File: src/rtl/adder_pipe_pkg.sv
`default_nettype none
// +----------------------------------------------------------------------------+
// | adder_pipe_pkg                                                             |
// | Shared geometry helpers and per-segment state for the segmented adder.     |
// | Revision: 1.0                                                              |
// +----------------------------------------------------------------------------+
package adder_pipe_pkg;

    // Number of pipeline stages. Never returns 0, so a bad geometry still
    // elaborates far enough to hit the geometry check.
    function automatic int calc_nstg(input int width, input int seg_w);
        int n;
        n = (seg_w > 0) ? (width / seg_w) : 1;
        return (n < 1) ? 1 : n;
    endfunction

    function automatic bit geometry_ok(input int width, input int seg_w);
        return (seg_w > 0) && (width >= seg_w) && ((width % seg_w) == 0);
    endfunction

    typedef struct packed {
        logic valid;
        logic carry;
        logic ovf;
    } seg_state_t;

endpackage
`default_nettype wire

File: src/rtl/adder_pipe_seg.sv
`default_nettype none
// +----------------------------------------------------------------------------+
// | adder_pipe_seg                                                             |
// | One SEG_W-bit segment adder with registered sum, carry, valid and ovf.     |
// | Revision: 1.0                                                              |
// +----------------------------------------------------------------------------+
module adder_pipe_seg
    import adder_pipe_pkg::*;
#(
    parameter int SEG_W = 16
) (
    input  logic             clk,
    input  logic             rst_n,
    input  logic             adv,
    input  logic             vin,
    input  logic             cin,
    input  logic [SEG_W-1:0] a,
    input  logic [SEG_W-1:0] b,
    output logic [SEG_W-1:0] sum,
    output logic             vout,
    output logic             cout,
    output logic             ovf
);

    logic [SEG_W:0]   w_add;
    seg_state_t       r_state;
    logic [SEG_W-1:0] r_sum;

    assign w_add = {1'b0, a} + {1'b0, b} + {{SEG_W{1'b0}}, cin};

    // Data only moves on valid beats, so the last stage holds its result
    // across bubbles.
    always_ff @(posedge clk or negedge rst_n) begin
        if (!rst_n) begin
            r_state <= '0;
            r_sum   <= '0;
        end else if (adv) begin
            r_state.valid <= vin;
            if (vin) begin
                r_state.carry <= w_add[SEG_W];
                r_state.ovf   <= (a[SEG_W-1] == b[SEG_W-1]) &&
                                 (w_add[SEG_W-1] != a[SEG_W-1]);
                r_sum         <= w_add[SEG_W-1:0];
            end
        end
    end

    assign sum  = r_sum;
    assign vout = r_state.valid;
    assign cout = r_state.carry;
    assign ovf  = r_state.ovf;

endmodule
`default_nettype wire

File: src/rtl/adder_pipe_param.sv
`default_nettype none
// +----------------------------------------------------------------------------+
// | adder_pipe_param                                                           |
// | Segmented carry-pipelined add/sub: one SEG_W segment resolved per stage.   |
// | Revision: 1.0                                                              |
// +----------------------------------------------------------------------------+
module adder_pipe_param
    import adder_pipe_pkg::*;
#(
    parameter int WIDTH = 64,
    parameter int SEG_W = 16
) (
    input  logic             clk,
    input  logic             rst_n,
    input  logic             i_en,
    input  logic             i_sub,
    input  logic             i_stall,
    input  logic [WIDTH-1:0] adda,
    input  logic [WIDTH-1:0] addb,
    output logic [WIDTH:0]   result,
    output logic             o_ovf,
    output logic             o_en
);

    localparam int NSTG = calc_nstg(WIDTH, SEG_W);

    if (!geometry_ok(WIDTH, SEG_W)) begin : g_bad_geometry
        $fatal(1, "adder_pipe_param: WIDTH (%0d) must be a positive multiple of SEG_W (%0d)",
               WIDTH, SEG_W);
    end

    // Index s is the input side of stage s; index NSTG is the output side.
    logic             w_adv;
    logic [WIDTH-1:0] w_a_rem    [NSTG];
    logic [WIDTH-1:0] w_b_rem    [NSTG];
    logic [WIDTH-1:0] w_sum_done [NSTG+1];
    logic [NSTG:0]    w_vld;
    logic [NSTG:0]    w_cry;
    logic [NSTG-1:0]  w_ovf;

    assign w_adv         = ~i_stall;
    assign w_a_rem[0]    = adda;
    assign w_b_rem[0]    = i_sub ? ~addb : addb;
    assign w_sum_done[0] = '0;
    assign w_vld[0]      = i_en;
    assign w_cry[0]      = i_sub;

    for (genvar s = 0; s < NSTG; s++) begin : g_stage
        logic [SEG_W-1:0] w_seg_sum;
        logic [WIDTH-1:0] r_done;

        adder_pipe_seg #(
            .SEG_W (SEG_W)
        ) u_seg (
            .clk   (clk),
            .rst_n (rst_n),
            .adv   (w_adv),
            .vin   (w_vld[s]),
            .cin   (w_cry[s]),
            .a     (w_a_rem[s][SEG_W-1:0]),
            .b     (w_b_rem[s][SEG_W-1:0]),
            .sum   (w_seg_sum),
            .vout  (w_vld[s+1]),
            .cout  (w_cry[s+1]),
            .ovf   (w_ovf[s])
        );

        always_ff @(posedge clk or negedge rst_n) begin
            if (!rst_n) begin
                r_done <= '0;
            end else if (w_adv && w_vld[s]) begin
                r_done <= w_sum_done[s];
            end
        end

        // Resolved segments stay at their final bit position (deskew).
        assign w_sum_done[s+1] = r_done | (WIDTH'(w_seg_sum) << (s * SEG_W));

        if (s < NSTG - 1) begin : g_fwd
            logic [WIDTH-1:0] r_a_rem;
            logic [WIDTH-1:0] r_b_rem;

            always_ff @(posedge clk or negedge rst_n) begin
                if (!rst_n) begin
                    r_a_rem <= '0;
                    r_b_rem <= '0;
                end else if (w_adv && w_vld[s]) begin
                    r_a_rem <= w_a_rem[s] >> SEG_W;
                    r_b_rem <= w_b_rem[s] >> SEG_W;
                end
            end

            assign w_a_rem[s+1] = r_a_rem;
            assign w_b_rem[s+1] = r_b_rem;
        end
    end

    // Already-shifted-out upper bits and non-final overflow flags are dead.
    if (NSTG > 1) begin : g_unused
        logic w_unused;
        assign w_unused = ^{w_a_rem[NSTG-1][WIDTH-1:SEG_W],
                            w_b_rem[NSTG-1][WIDTH-1:SEG_W],
                            w_ovf[NSTG-2:0]};
    end

    assign result = {w_cry[NSTG], w_sum_done[NSTG]};
    assign o_ovf  = w_ovf[NSTG-1];
    assign o_en   = w_vld[NSTG];

endmodule
`default_nettype wire

File: config.mk
export PLATFORM = sky130hd
export DESIGN_NAME = adder_pipe_param
export DESIGN_NICKNAME = d
export VERILOG_FILES = /design/src/rtl/adder_pipe_pkg.sv /design/src/rtl/adder_pipe_seg.sv /design/src/rtl/adder_pipe_param.sv
export SDC_FILE = /design/constraint.sdc
export NUM_CORES = 1
export LEC_CHECK = 0
export CAP_MARGIN = 5
export CORE_MARGIN = 2
export CORE_UTILIZATION = 34
export CTS_CLUSTER_DIAMETER = 120
export DETAILED_ROUTE_END_ITERATION = 12
export HOLD_SLACK_MARGIN = 0.06
export SLEW_MARGIN = 40
export SYNTH_ARGS = -nofsm -noshare
export SYNTH_HDL_FRONTEND = slang
export SYNTH_SLANG_ARGS = --single-unit
File: constraint.sdc
create_clock -name clk -period 2.5 [get_ports clk]
set_input_delay 0.5 -clock clk [delete_from_list [all_inputs] [get_ports clk]]
set_output_delay 0.5 -clock clk [all_outputs]
set_load 0.01 [all_outputs]
==> results.py, run 1 <==
metrics = {
    "outcome": {
        "status": "finished clean",
    },
    "synth": {
        "synth_nets": 2102,
        "async_reset_ff_frac": 1.000,
        "synthCells": 1902,
        "synth_edf_count": 0,
        "yosysUniqueCellTypes": 64,
        "ys_seq_area_frac": 0.5341,
        "synth_seq_cells": 361,
        "synth_ff_type": "dfrtp_1",
        "syn_area_per_cell_um2": 8.892,
        "syn_area_um2": 16910,
        "ys_warn_count": 0,
    },
    "detailed_routing": {
        "wl_mm": 42.94,
        "via_per_inst": 4.682,
        "dr.pass1.iters": 6,
        "num_vias": 13270,
        "drt_iter0_markers": 726,
        "avgRoutedWirePerCell_um": 15.15,
        "drc": 0,
        "drtAntennaViolNets": 0,
    },
    "power": {
        "power.density_nw_per_um2": 931.9,
        "p_seq_frac": 0.423,
        "p_switching_mw": 6.452,
        "clockPowerShare": 0.284,
        "leakage_nw": 10.61,
        "p_int_mw": 13.72,
        "vdd_drop_max_v": 0.0004137,
        "p_comb_frac": 0.293,
        "power.share.switching": 0.3198,
    },
    "global_routing": {
        "gr-total-overflow": 0,
        "grt_usage": 0.1718,
        "grt_max_degree": 89,
        "grt_pass1_vias": 13650,
        "grt_pass1_wl_mm": 70.62,
        "antenna_found_initial": 6,
    },
    "timing": {
        "max_freq_mhz": 419.7,
        "final.setup_skew_ns": 0.01667,
        "fin_crit_ns": 2.382,
        "rsz0062_at_grt": "yes",
        "hold_viol_final": 0,
        "tightest_slew_ns": 0.6667,
        "tns_ns": 0,
        "setup_slack_ns": 0.1176,
        "setup_viol": 0,
        "slew_headroom": 0.5497,
        "slew_viol_final": 0,
        "fin_crit_sh": 0.9530,
    },
    "clocking": {
        "cts_buffers": 40,
        "numClockSinks": 361,
        "htreeDepth": 2,
        "clk-insertion-delay-late_ns": 0.56,
        "cts_tree": "built",
        "clockBufferDepth": 3,
        "clockRootBuffer": "clkbuf_16",
        "clkSlewWorstSetupHoldPaths_ns": 0.06,
    },
    "critical_path": {
        "critPathKind": "reg -> reg",
        "cp-start-kind": "flip-flop",
        "crit_arrival_ns": 2.83,
        "end_kind": "flip-flop",
        "cp_data_required_time_ns": 2.95,
        "crit_fanout": 6,
    },
    "cells_and_area": {
        "diodes": 0,
        "drive_gt1_frac": 0.08710,
        "fillers": 4930,
        "synthToLayoutAreaGrowth_pct": 28.00,
        "fin_nets": 2340,
        "utilization": 0.4413,
    },
    "floorplanning": {
        "start_util": 0.3448,
        "dieArea_um2": 51540,
        "core_area_um2": 49050,
        "num_rows": 81,
        "die_w_um": 227.0,
        "io_pins": 200,
        "die_h_um": 227.0,
    },
    "place": {
        "port_buffers": 199,
        "hpwl_mm": 31.11,
        "dp_slack_ns": -0.3836,
        "place.gp.congestion": 0.8853,
    },
    "job": {
        "maxCapViolations": 0,
    },
    "worst_hold_path": {
        "hold_class": "in -> async",
    },
}
-- cell usage after synthesis (5+ instances only) --
| master | count | share of area |
|---|---|---|
| nor2b_1 | 9 | 0.0033 |
| o21ai_0 | 120 | 0.036 |
| buf_2 | 5 | 0.0015 |
| nand3_1 | 13 | 0.0038 |
| inv_1 | 12 | 0.0027 |
| a211oi_1 | 17 | 0.0075 |
| fa_1 | 7 | 0.0083 |
| nand2b_1 | 7 | 0.0026 |
| xnor2_1 | 75 | 0.039 |
| nor2_1 | 30 | 0.0067 |
| clkbuf_1 | 65 | 0.014 |
| nand2_1 | 876 | 0.19 |
| nor3_1 | 10 | 0.0030 |
| o31ai_1 | 9 | 0.0040 |
| nor3b_1 | 7 | 0.0031 |
| a21o_1 | 18 | 0.0080 |
| and3_1 | 5 | 0.0018 |
| o21bai_1 | 6 | 0.0027 |
| xor2_1 | 26 | 0.013 |
| nand4_1 | 7 | 0.0026 |
| o211ai_1 | 9 | 0.0040 |
| a21oi_1 | 37 | 0.011 |
| buf_1 | 20 | 0.0044 |
| dfrtp_1 | 361 | 0.53 |
| ha_1 | 60 | 0.044 |
| o21a_1 | 13 | 0.0058 |
| a31oi_1 | 7 | 0.0026 |
-- flip-flops by register name, indices dropped and copies added, names as in the netlist --
| register | cells |
|---|---|
| g_stage.u_seg.vout | 4 |
| g_stage.u_seg.ovf | 1 |
| g_stage.u_seg.cout | 4 |
| g_stage.r_done | 96 |
| g_stage.u_seg.sum | 64 |
| g_stage.g_fwd.r_b_rem | 96 |
| g_stage.g_fwd.r_a_rem | 96 |
-- critical path: stages (launching register included) --
cell	delay [ns]
dfrtp_1	0.40
fa_2	0.42
fa_2	0.37
a211oi_2	0.23
o21bai_1	0.11
a21oi_1	0.16
buf_4	0.18
o221ai_1	0.14
xnor2_1	0.21
o21ai_1	0.07
-- timing repair --
item,4_1_cts,5_1_grt
resized for setup,8,15
hold endpoints to repair,224,0
setup endpoints to repair,13,21
pin swaps,1,12
setup buffers,0,2
hold buffers,1,0
-- kinds of logic (layout without fill, tap and decap cells) --
group           count (synthesis)  in the layout  share of synthesized area
mux                             4              4                   0.002367
simple gates                  988            988                     0.2325
flops                         361            361                     0.5341
xor+xnor                      101            101                    0.05230
buf+inv                       107            375                    0.02582
compound gates                274            274                     0.1002
fa+ha+maj                      67             67                    0.05267
-- final timing paths --
kind | startpoint | cells after the start | end | slack (ns)
setup reg to reg | g_stage[0].g_fwd.r_b_rem[0] | 9 | g_stage[1].u_seg.sum[14] | 0.12
setup / recovery | g_stage[0].g_fwd.r_b_rem[0] | 9 | g_stage[1].u_seg.sum[14] | 0.12
min in group clk | g_stage[1].r_done[6] | 2 | g_stage[2].r_done[6] | 0.46
hold reg to reg | g_stage[1].r_done[6] | 2 | g_stage[2].r_done[6] | 0.46
hold / removal | rst_n | 2 | g_stage[1].u_seg.sum[3] | 0.34
max in group asynchronous | rst_n | 4 | g_stage[2].r_done[26] | 1.26
-- per-stage QoR --
step / cell area [µm²] / total power [mW] / cells / hold slack [ns]
4_1_cts: 21580 / 20.38 / 2832 / 0.3084
3_3_place_gp: 20270 / 14.32 / 2759 / 0.3067
2_1_floorplan: 16940 / 11.71 / 1902 / 0.2044
5_1_grt: 21650 / 21.56 / 2834 / 0.3413
3_5_place_dp: 20270 / 14.49 / 2759 / 0.3058
6_report: 21650 / 20.17 / 2834 / 0.3356
-- placed cells by master, fill, tap and decap left out, drive strengths merged, types with 10 or more instances in the layout --
master / instances
buf: 93
clkdlybuf4s50: 197
nand2: 876
dfrtp: 361
a21oi: 39
o21a: 13
a21o: 19
nor3: 10
a211oi: 17
inv: 15
o21ai: 126
nor2: 30
nand3: 13
clkbuf: 60
ha: 60
xnor2: 75
xor2: 26
-- power by group through the flow --
| stage | sequential [mW] | combinational, mW | clock [mW] |
|---|---|---|---|
| global route | 8.74 | 6.69 | 6.14 |
| detailed placement | 8.64 | 5.85 | 0 |
| CTS | 8.55 | 5.91 | 5.92 |
| floorplan | 8.51 | 3.19 | 0 |
| global placement | 8.60 | 5.72 | 0 |
| finish | 8.53 | 5.91 | 5.74 |
-- metal layers --
layer / share of wire / global-route usage
met1: 0.46 / 0.2279
met2: 0.46 / 0.2800
met3: 0.055 / 0.04324
met4: 0.020 / 0.04638
met5: 0.0017 / 0
-- final cells by class --
type                            count  area [µm²]  area share
Sequential cell                   361        9034      0.4173
Inverter                           12       45.04    0.002081
Timing Repair Buffer              291        2875      0.1328
Clock buffer                       60        1177     0.05439
Tap cell                          664       830.8     0.03838
Multi-Input combinational cell   1434        7582      0.3502
Clock inverter                     12       103.9    0.004797
Note: power is estimated with default switching activity, not from simulation.
==> inputs of run 2 (changes only) <==
--- a/config.mk
+++ b/config.mk
@@ -15,3 +15,4 @@
 export SYNTH_ARGS = -nofsm -noshare
 export SYNTH_HDL_FRONTEND = slang
 export SYNTH_SLANG_ARGS = --single-unit
+export TNS_END_PERCENT = 5
==> run 2 against run 1 <==
  * Cell count hardly changed
  * Die area stayed put
  * Clock-buffer cell count stayed put
  * Fmax is 0.52% lower
  * Final area hardly changed
  * Non-clock buffer count is 1 lower
  * Global-route usage stayed put
  * Sequential share of layout area hardly changed
  * Critical path type unchanged
  * First-iteration DRC count is 0.83% higher
  * Clock skew hardly changed
  * Clock power hardly changed
  * Critical endpoint is now g_stage[2].u_seg.sum[8]
==> results.py, run 2 (synthesis gave the netlist of run 1 again) <==
metrics = {
    "worst_hold_path": {
        "hold_class": "in -> async",
    },
    "critical_path": {
        "rrSetupSlack_ns": 0.11,
        "crit_family": "adder cells",
        "crit_arrival_ns": 2.83,
        "cp_num_buf_inv": 0,
        "worstSetupStartpoint": "g_stage[1].g_fwd.r_a_rem[0]",
        "cpPeakStageDelay_ns": 0.46,
        "reg2reg_to": "g_stage[2].u_seg.sum[8]",
        "crit_path_frequent_cell": "fa_1",
        "crit_slowest_cell": "fa_1",
        "crit_fanout": 4,
        "worstSetupEndpoint": "g_stage[2].u_seg.sum[8]",
        "r2r_start": "g_stage[1].g_fwd.r_a_rem[0]",
        "cp_data_required_time_ns": 2.94,
        "crit_chain": "fa_1, fa_1, a211oi_2, o21ai_2, a21o_1, a21oi_1, xor2_1, o21ai_0",
        "cp-start-kind": "flip-flop",
        "critPathKind": "reg -> reg",
        "rr_worst_depth": 8,
        "cp.depth": 8,
        "end_kind": "flip-flop",
    },
    "global_routing": {
        "gr-total-overflow": 0,
        "grt_pass1_vias": 13650,
        "grt_usage": 0.1718,
        "antenna_found_initial": 6,
        "grt_max_degree": 89,
        "grt_pass1_wl_mm": 70.62,
    },
    "place": {
        "hpwl_mm": 31.11,
        "place.gp.congestion": 0.8853,
        "port_buffers": 199,
        "place_inst": 2759,
    },
    "power": {
        "vdd_drop_max_v": 0.0004129,
        "power.density_nw_per_um2": 932.0,
        "total_power_mw": 20.17,
        "leakage_nw": 10.60,
    },
    "timing": {
        "max_freq_mhz": 417.6,
        "rsz0062_at_grt": "yes",
        "slew_headroom": 0.5497,
        "fin_crit_sh": 0.9579,
        "hold_viol_final": 0,
        "tightest_slew_ns": 0.6667,
        "fin_crit_ns": 2.395,
        "setup_viol": 0,
        "final.setup_skew_ns": 0.01690,
        "tns_ns": 0,
        "whs_ns": 0.3357,
        "slew_viol_final": 0,
    },
    "cells_and_area": {
        "utilization": 0.4411,
        "synthToLayoutAreaGrowth_pct": 27.94,
        "layout_commonest_cell": "nand2_1",
        "stdcell_count": 2833,
        "diodes": 0,
        "final_cell_mix": "nand2_1 (876), dfrtp_1 (361), clkdlybuf4s50_1 (197)",
        "fin_nets": 2339,
        "drive_gt1_frac": 0.08621,
        "fillers": 4933,
        "register_area_um2": 9034,
        "multi_input_area_um2": 7580,
        "reg_top3": "g_stage.g_fwd.r_a_rem (96), g_stage.g_fwd.r_b_rem (96), g_stage.r_done (96)",
    },
    "detailed_routing": {
        "dr.pass1.iters": 5,
        "drtAntennaViolNets": 0,
        "drt_iter0_markers": 732,
        "wl_mm": 42.89,
        "via_per_inst": 4.681,
        "drc": 0,
        "avgRoutedWirePerCell_um": 15.14,
        "num_vias": 13260,
    },
    "job": {
        "maxCapViolations": 0,
    },
    "floorplanning": {
        "io_pins": 200,
        "die_w_um": 227.0,
        "dieArea_um2": 51540,
        "num_rows": 81,
        "die_h_um": 227.0,
        "start_util": 0.3448,
        "core_area_um2": 49050,
    },
    "clocking": {
        "cts_tree": "built",
        "numClockSinks": 361,
        "clkSlewWorstSetupHoldPaths_ns": 0.06,
        "clockBufferDepth": 3,
        "htreeDepth": 2,
        "cts_buffers": 40,
        "clockRootBuffer": "clkbuf_16",
        "clk-insertion-delay-late_ns": 0.56,
    },
    "outcome": {
        "status": "finished clean",
    },
}
-- run 2: worst reg2reg max path, delay by kind of cell (launching register included) --
family / cells / cell delay, ns
fa+ha+maj: 2 / 0.89
compound gates: 5 / 0.86
xor+xnor: 1 / 0.14
flops: 1 / 0.40
-- run 2: worst min path at each step --
| stage | endpoint | slack [ns] | cells after the start |
|---|---|---|---|
| 5_1_grt | g_stage[1].u_seg.sum[3] | 0.34 | 2 |
| 3_5_place_dp | g_stage[1].u_seg.sum[3] | 0.31 | 1 |
| 4_1_cts | g_stage[1].u_seg.sum[3] | 0.31 | 2 |
| 2_1_floorplan | g_stage[0].g_fwd.r_a_rem[0] | 0.20 | 0 |
| 6_report | g_stage[1].u_seg.sum[3] | 0.34 | 2 |
| 3_3_place_gp | g_stage[1].u_seg.sum[4] | 0.31 | 1 |
-- run 2: stage by stage --
| stage | area [µm²] | worst slack (ns) |
|---|---|---|
| 3_3_place_gp | 20270 | -0.3868 |
| 3_5_place_dp | 20270 | -0.3836 |
| 2_1_floorplan | 16940 | -0.03753 |
| 4_1_cts | 21580 | 0.02228 |
| 6_report | 21640 | 0.1051 |
| 5_1_grt | 21640 | -0.07072 |
-- run 2: area by class of cell --
type	count	share of cell area
Clock inverter	12	0.004799
Timing Repair Buffer	290	0.1325
Multi-Input combinational cell	1434	0.3503
Sequential cell	361	0.4175
Clock buffer	60	0.05441
Inverter	12	0.002082
Tap cell	664	0.03839
-- run 2: repair_timing --
item | in CTS | in global routing
gates resized for setup | 8 | 14
endpoints found under the setup margin | 13 | 21
endpoints found under the hold margin | 224 | 0
pin swaps | 1 | 8
hold buffers | 1 | 0
buffers inserted | 0 | 1
-- run 2: power by group --
group / leakage (nW) / switching (mW) / internal [mW] / total [mW]
Combinational: 5.40 / 3.04 / 2.86 / 5.90
Clock: 0.623 / 2.37 / 3.37 / 5.74
Sequential: 4.58 / 1.04 / 7.48 / 8.53
Total: 10.6 / 6.45 / 13.7 / 20.2
-- run 2: per-layer routing --
metal / part of all wire / track usage / vias to the layer above / wire, µm
met5: 0.0017 / 0 / - / 72
met4: 0.020 / 0.04638 / 12 / 875
met3: 0.055 / 0.04324 / 69 / 2369
met2: 0.46 / 0.2800 / 238 / 19690
met1: 0.46 / 0.2279 / 6254 / 19880
li1: - / - / 6687 / -
